===== src/rtl/data_mem_wait.sv =====
// Purpose: word/byte data memory for the MEM stage with configurable wait states and a fault flag.
// Latency: a request sampled in IDLE completes with a one-cycle ready pulse WAIT_CYCLES+1 cycles later.
// Backpressure: requester holds its request until ready; inputs are only sampled in IDLE.
`timescale 1ns/1ps

module data_mem_wait #(
  parameter int DATA_WIDTH  = 32,  // byte lanes assume 4 bytes per word
  parameter int DEPTH       = 64,  // words; power of two, >= 2
  parameter int WAIT_CYCLES = 2    // extra wait states, 0..15
) (
  input  logic                  clk,
  input  logic                  rst,
  input  logic                  mem_read,
  input  logic                  mem_write,
  input  logic                  byte_mode,
  input  logic [31:0]           address,
  input  logic [DATA_WIDTH-1:0] data,
  output logic [DATA_WIDTH-1:0] mem_result,
  output logic                  ready,
  output logic                  fault
);

  localparam int         AW      = $clog2(DEPTH);
  localparam logic [3:0] WAIT_LD = 4'(WAIT_CYCLES);
  localparam bit         NO_WAIT = (WAIT_CYCLES == 0);

  typedef enum logic [1:0] {
    S_IDLE,
    S_WAIT,
    S_DONE
  } state_t;

  state_t                state;
  logic [3:0]            count;

  // Request captured at the IDLE sampling edge
  logic                  lat_rd;
  logic                  lat_wr;
  logic                  lat_byte;
  logic [31:0]           lat_addr;
  logic [DATA_WIDTH-1:0] lat_data;

  // Storage: word addressed, deliberately not reset
  logic [DATA_WIDTH-1:0] mem [DEPTH];

  // Request fields as seen at the commit edge. With no wait states the
  // commit edge is the sampling edge itself, so the live inputs are used.
  logic                  src_rd;
  logic                  src_wr;
  logic                  src_byte;
  logic [31:0]           src_addr;
  logic [DATA_WIDTH-1:0] src_data;

  logic                  req;
  logic                  commit;
  logic                  src_conflict;
  logic                  src_misalign;
  logic                  src_range;
  logic                  src_fault;
  logic [AW-1:0]         src_idx;
  logic [1:0]            src_lane;
  logic [DATA_WIDTH-1:0] rd_word;
  logic [7:0]            rd_byte;
  logic [DATA_WIDTH-1:0] next_result;
  logic                  mem_we;

  assign req = mem_read | mem_write;

  // Select the request source: live inputs in IDLE, latched copy otherwise
  always_comb begin
    src_rd   = lat_rd;
    src_wr   = lat_wr;
    src_byte = lat_byte;
    src_addr = lat_addr;
    src_data = lat_data;
    if (state == S_IDLE) begin
      src_rd   = mem_read;
      src_wr   = mem_write;
      src_byte = byte_mode;
      src_addr = address;
      src_data = data;
    end
  end

  // The edge entering DONE: from IDLE when there are no wait states, else the last WAIT cycle
  always_comb begin
    commit = 1'b0;
    if (rst) begin
      if (state == S_IDLE && req && NO_WAIT) begin
        commit = 1'b1;
      end else if (state == S_WAIT && count == 4'd1) begin
        commit = 1'b1;
      end
    end
  end

  // Decode address, classify faults and form the load result
  always_comb begin
    src_idx      = src_addr[AW+1:2];
    src_lane     = src_addr[1:0];
    src_conflict = src_rd & src_wr;
    src_misalign = ~src_byte & (src_lane != 2'b00);
    src_range    = |src_addr[31:AW+2];
    src_fault    = src_conflict | src_misalign | src_range;
    rd_word      = mem[src_idx];
    case (src_lane)
      2'd0:    rd_byte = rd_word[7:0];
      2'd1:    rd_byte = rd_word[15:8];
      2'd2:    rd_byte = rd_word[23:16];
      default: rd_byte = rd_word[31:24];
    endcase
    next_result = '0;
    if (!src_fault && !src_wr) begin
      next_result = src_byte ? {{(DATA_WIDTH-8){1'b0}}, rd_byte} : rd_word;
    end
    mem_we = commit & src_wr & ~src_fault;
  end

  // Array update at the commit edge; byte stores touch only their lane
  always_ff @(posedge clk) begin
    if (mem_we) begin
      if (src_byte) begin
        mem[src_idx][{src_lane, 3'b000} +: 8] <= src_data[7:0];
      end else begin
        mem[src_idx] <= src_data;
      end
    end
  end

  // Control FSM with registered ready/fault/result
  always_ff @(posedge clk or negedge rst) begin
    if (!rst) begin
      state      <= S_IDLE;
      count      <= 4'd0;
      ready      <= 1'b0;
      fault      <= 1'b0;
      mem_result <= '0;
      lat_rd     <= 1'b0;
      lat_wr     <= 1'b0;
      lat_byte   <= 1'b0;
      lat_addr   <= '0;
      lat_data   <= '0;
    end else begin
      ready <= 1'b0;
      if (commit) begin
        ready      <= 1'b1;
        fault      <= src_fault;
        mem_result <= next_result;
      end
      case (state)
        S_IDLE: begin
          if (req) begin
            lat_rd   <= mem_read;
            lat_wr   <= mem_write;
            lat_byte <= byte_mode;
            lat_addr <= address;
            lat_data <= data;
            count    <= WAIT_LD;
            state    <= NO_WAIT ? S_DONE : S_WAIT;
          end
        end
        S_WAIT: begin
          count <= count - 4'd1;
          if (count == 4'd1) begin
            state <= S_DONE;
          end
        end
        S_DONE: begin
          // Request is not re-sampled here; one idle cycle separates accesses
          state <= S_IDLE;
        end
        default: begin
          state <= S_IDLE;
        end
      endcase
    end
  end

endmodule

===== config.mk =====
export PLATFORM = sky130hd
export DESIGN_NAME = data_mem_wait
export DESIGN_NICKNAME = d
export VERILOG_FILES = /design/src/rtl/data_mem_wait.sv
export SDC_FILE = /design/constraint.sdc
export NUM_CORES = 2
export LEC_CHECK = 0
export ABC_AREA = 1
export BUFFER_PORTS_ARGS = -buffer_cell sky130_fd_sc_hd__buf_2
export CAP_MARGIN = 20
export CORE_MARGIN = 1
export CORE_UTILIZATION = 45
export CTS_BUF_LIST = sky130_fd_sc_hd__clkbuf_4 sky130_fd_sc_hd__clkbuf_8
export DETAILED_ROUTE_END_ITERATION = 8
export PLACE_DENSITY_LB_ADDON = 0.12
export SYNTH_ARGS = -nofsm -noshare
export SYNTH_HDL_FRONTEND = slang
export SYNTH_SLANG_ARGS = --single-unit

===== constraint.sdc =====
create_clock -name clk -period 6.66 [get_ports clk]
set_clock_uncertainty 0.2 [all_clocks]
set_input_delay 0.333 -clock clk [delete_from_list [all_inputs] [get_ports clk]]
set_output_delay 0.333 -clock clk [all_outputs]
set_load 0.005 [all_outputs]

== After elaboration in Yosys (flattened, before gate mapping) ==
Memories as Yosys holds them, arrays and structs flattened.
Cells that the tools add are included.

* Register bits: 107
* RAM bits: 2048
* Output and inout bits: 34
* Word-level logic and storage cells: 128
* Memories: 1

* $add $sub $neg: 2
* Equal/unequal tests: 6
* Shifts and indexed selects: 2
* Mux-type cells: 54
* Bitwise gates (word level): 41
* Reductions and logical operators: 12

{| class="wikitable"
|+ Memory list
! name !! words !! bits a word !! read ports !! clocked after Yosys merged registers in !! write ports !! RTL line !! source
|-
| mem || 64 || 32 || 1 || 0 || 1 || 44 || <nowiki>logic [DATA_WIDTH-1:0] mem [DEPTH];</nowiki>
|}

{| class="wikitable"
|+ Operator list
! cell !! number
|-
| 32-bit two-way mux || 5
|-
| 1-bit two-way mux || 43
|-
| 1-bit bitwise OR || 35
|-
| 8-bit by 7-bit variable shift with 32-bit output, first input constant || 1
|-
| 8-bit by 7-bit indexed part select with 32-bit output || 1
|-
| 8-bit case mux with 3 select lines || 1
|-
| 24-bit OR reduction || 1
|-
| 4-bit case mux with 2 select lines || 1
|-
| 5-bit negation with 7-bit output || 1
|-
| 2-bit AND reduction || 3
|-
| 1-bit AND || 4
|-
| 2-bit by 1-bit == test with 1-bit output, second input constant || 2
|-
| 4-bit by 1-bit == test with 1-bit output, second input constant || 1
|-
| 2-bit logical NOT || 2
|-
| 2-bit two-way mux || 2
|-
| 4-bit two-way mux || 1
|-
| 2-bit case mux with 2 select lines || 1
|-
| 2-bit nonzero test || 2
|-
| 4-bit by 1-bit subtractor with 4-bit output, second input constant || 1
|-
| 2-bit == test, second input constant || 1
|-
| 1-bit logical AND || 2
|-
| 1-bit logical NOT || 2
|-
| 2-bit by 1-bit != test with 1-bit output, second input constant || 1
|-
| 2-bit != test, second input constant || 1
|-
| 1-bit inverter || 2
|}

== Depth between registers and ports, before layout ==
* Depth in word-level cells: 11
* Depth in mapped cells: 21
* Depth with buffers taken out: 19

== Worst setup path after synthesis ==
OpenSTA, ideal clock, no wires.

* Path type: register -> register
* Start: register state[1]
* End: memory mem[0][10], data pin
* Data arrival time: 5473 ps
* Required time: 5758 ps
* Setup slack: 285 ps
* Cell stages (with the launch flop): 15
* Path buffers: 6
* Period minus slack after synthesis: 6375 ps
* Path through: dfrtp_1 nor2_4 buf_6 buf_2 buf_1 buf_1 o21ai_0 inv_1 ha_1 clkbuf_1 o21ai_0 nor2_1 nand4_1 clkbuf_1 o21ai_0

* Word-level cells in the longest chain between the ends: 11
* Elaborated cells between the ends (all ways): 26

{| class="wikitable"
|+ RTL lines
! element !! RTL line !! source
|-
| start, declared || 33 || <nowiki>state_t state;</nowiki>
|-
| start signal, assigned || 159 || <nowiki>state <= NO_WAIT ? S_DONE : S_WAIT;</nowiki>
|-
| parallel branches: the longest is 10 deep, another holds 5-bit negation with 7-bit output || - ||
|-
| 1-bit two-way mux (no line) (*) || - ||
|-
| end, declared || 44 ||
|}

Every way passes the cells marked *.

== Final worst setup path ==
* Start: register state[1]
* End: memory mem[50][0], data pin

Same word-level chain as after synthesis.

==> reports/summary.json <==
{
  "synthesis.area_um2": 88300,
  "clockBufferDepth": 4,
  "route.vias.total": 60286,
  "power.share.combinational_pct": 40.8,
  "timing.hold.worst_endpoint": "lat_addr[6]",
  "drt-pass1-iter-count": 9,
  "setup_slack_ns": 1.50,
  "gp_congestion": 0.905,
  "grt_start_max_net_pins": 163,
  "end_of_the_worst_register_to_register_path": "mem[50][0]",
  "pwr-share-clk_pct": 23.8,
  "drt_iter0_markers": 6726,
  "die_area_um2": 198000,
  "max_cap_viol_count": 0,
  "switching_power_mw": 20.8,
  "synth_enable_flop_cells": 2048,
  "average_via_count_per_standard_cell": 5.47,
  "cts_repair_resize_count": 0,
  "finalNetCount": 8190,
  "required_ns": 7.35,
  "placementRows": 162,
  "clk_latency_ns": 1.07,
  "first_pass_grt_wire_length_um": 405000,
  "globalRoute.totalOverflow": 0,
  "max_clock_freq_mhz": 194,
  "yosysMostFrequentCell": "nand2_1",
  "status": "finished with violations",
  "io_pins": 103,
  "synth.top_cells.by_area": "edfxtp_1, nand2_1, nor2_1, nand3_1, dfrtp_1",
  "finalCritPeriodShare_pct": 77.5,
  "hold_violations": 0,
  "seq_power_share_pct": 35.3,
  "drc_errors": 2,
  "finalMaxSlewViolations": 0,
  "power.leakage_nw": 37.1,
  "relSlewSlack_pct": 24.3,
  "clk_transition_reported_paths_ns": 0.06,
  "timing.reg2reg.worst_path_depth": 14,
  "failed_checks": "design-rule violations",
  "worst-slew-pin-transition_ns": 1.13,
  "post-dp-hpwl_um": 175000,
  "post-place-ws_ns": 1.58,
  "yosys_reg_bits": 2155,
  "criticalPathCategory": "reg -> reg",
  "crit-reg2reg-launch": "state[1]",
  "chip_width_um": 445,
  "ys_warn_count": 0,
  "area_growth_pct": 13.9,
  "post_synth_num_cell_types": 37,
  "synth-async-reset-ratio_pct": 4.97,
  "setup_viol": 0,
  "cts_hold_buffers": 144,
  "buffer_ports.inserted": 102,
  "numCtsBuffers": 370,
  "post_cts_setup_buffer_count": 0,
  "detail_route.wirelength_um": 282000,
  "syn_avg_cell_area_um2": 11.4,
  "clockRootBuffer": "clkbuf_8",
  "power.switching_fraction_pct": 43.1,
  "min_from": "address[6]",
  "synthCells": 7745,
  "numClockSinks": 2155,
  "intPower_mw": 27.4,
  "number_of_filler_instances_in_the_final_layout": 17106,
  "synth-seq-area-share_pct": 72.7,
  "min_path_cells": 4,
  "synth_largest_area_cell": "edfxtp_1",
  "reg2reg_setup_slack_ns": 1.50,
  "share_of_the_synthesized_area_in_the_top_cell_type_pct": 69.7,
  "finalCriticalPeriod_ns": 5.16,
  "dp.cells": 10218,
  "crit_path_start_kind": "flip-flop",
  "yosys_most_used_dff": "edfxtp_1",
  "final_layout_size_suffix_gt1_share_pct": 10.9,
  "finish.cell_count_without_fillers": 11015,
  "power.density_cell_area_nw_per_um2": 479,
  "hp-class": "in -> reg",
  "final_antenna_net_count": 0,
  "cp.arrival_ns": 5.85,
  "rsz_0062_raised_after_global_routing": "false",
  "cts_tree": "built",
  "initial_core_util_pct": 45.3,
  "grt_pass1_vias": 57708,
  "core_area_um2": 195000,
  "globalRouteTotalUtil_pct": 28.3,
  "cts_max_level": 5,
  "synth.net_count": 7823,
  "peakVddDrop_mv": 0.370,
  "critPathMaxFanout": 35,
  "tns_ns": 0,
  "floorplan.die.height_um": 445,
  "wl_per_cell_um": 25.6,
  "netlist_top_cells_count": "nand2_1, edfxtp_1, nor2_1",
  "end_kind": "flip-flop",
  "grt_antenna_before_repair": 29
}
[registers in the layout, summed over array words and instances, names as in the netlist]
register / count
mem: 2048
lat_addr: 32
count: 4
ready: 1
state: 2
fault: 1
lat_wr: 1
lat_data: 32
mem_result: 32
lat_byte: 1
lat_rd: 1
[critical path, cell delays in order, from the launching register on]
cell,delay (ns)
dfrtp_1,0.45
nor2_4,0.38
buf_4,0.34
nand2_1,0.07
o21ai_0,0.26
ha_1,0.26
buf_4,0.25
o21ai_0,0.14
a21oi_1,0.13
nand3_1,0.14
nor2_2,0.55
a32o_1,0.21
inv_1,0.28
nor2_4,0.91
buf_4,0.37
[through the flow]
step	util (%)	total power, mW	area (um2)	hold WS (ns)
2_1_floorplan	-	28.6	88300	-0.163
3_3_place_gp	47.2	36.5	92000	-0.00426
3_5_place_dp	47.2	36.6	92100	-0.00319
4_1_cts	51.5	48.1	100000	0.00215
5_1_grt	51.5	50.3	100000	0.0962
6_report	51.5	48.2	101000	0.128
[layout by cell type (no fill, tap or decap), types with 23 or more instances in the layout]
cell type	n
buf_2	101
o21a_1	25
clkinv_1	82
o211ai_1	98
nand4_1	118
dfrtp_1	107
o22ai_1	34
nor2_1	955
o21ai_4	28
buf_4	154
dlygate4sd3_1	144
o21ai_0	374
o21ai_1	55
clkbuf_4	130
nand3_1	693
clkinv_2	23
nand2_1	2256
clkbuf_8	388
edfxtp_1	2048
inv_1	412
[area by class of cell]
class / count / area (um2) / area share (%)
well taps: 2624 / 3280 / 3.27
diodes: 18 / 45.0 / 0.0448
flip-flops and latches: 2155 / 64200 / 63.8
repair buffers: 425 / 3640 / 3.62
clock inverters: 115 / 578 / 0.575
clock buffers: 518 / 6320 / 6.28
inverters: 421 / 1580 / 1.57
multi-input cells: 4739 / 20900 / 20.8
[how the worst max path moves through the flow]
stage / from / endpoint / slack [ns] / depth (start not counted)
floorplan: state[1] / mem[0][10] / 0.28 / 14
global placement: state[1] / mem[2][4] / 1.57 / 14
detailed placement: state[1] / mem[55][0] / 1.58 / 14
CTS: state[1] / mem[55][0] / 1.54 / 14
global route: state[1] / mem[50][0] / 1.22 / 14
finish: state[1] / mem[50][0] / 1.50 / 14
[metal layers]
metal,part of all wire (%),track usage [%],vias up,routed length (um)
li1,-,-,27340,-
met4,4.4,12.1,14,12300
met5,0.033,0,-,92
met1,42,38.8,29741,118000
met3,8.4,6.03,586,23600
met2,46,43.6,2605,128000
[power by group through the flow]
stage,sequential [mW],clock (mW),combinational [mW]
after floorplan,17.5,0,11.1
after global placement,17.3,0,19.2
after detailed placement,17.3,0,19.3
after CTS,17.0,11.6,19.5
after global routing,17.0,12.2,21.1
final,17.0,11.5,19.7
[kinds of logic after synthesis]
group | synth area share (%)
and+or+nand+nor | 18.8
DFF | 72.7
buffers and inverters | 4.17
AOI/OAI and AO/OA | 4.23
adders and majority gates | 0.128
No activity file was read; power rests on OpenSTA's default activity.
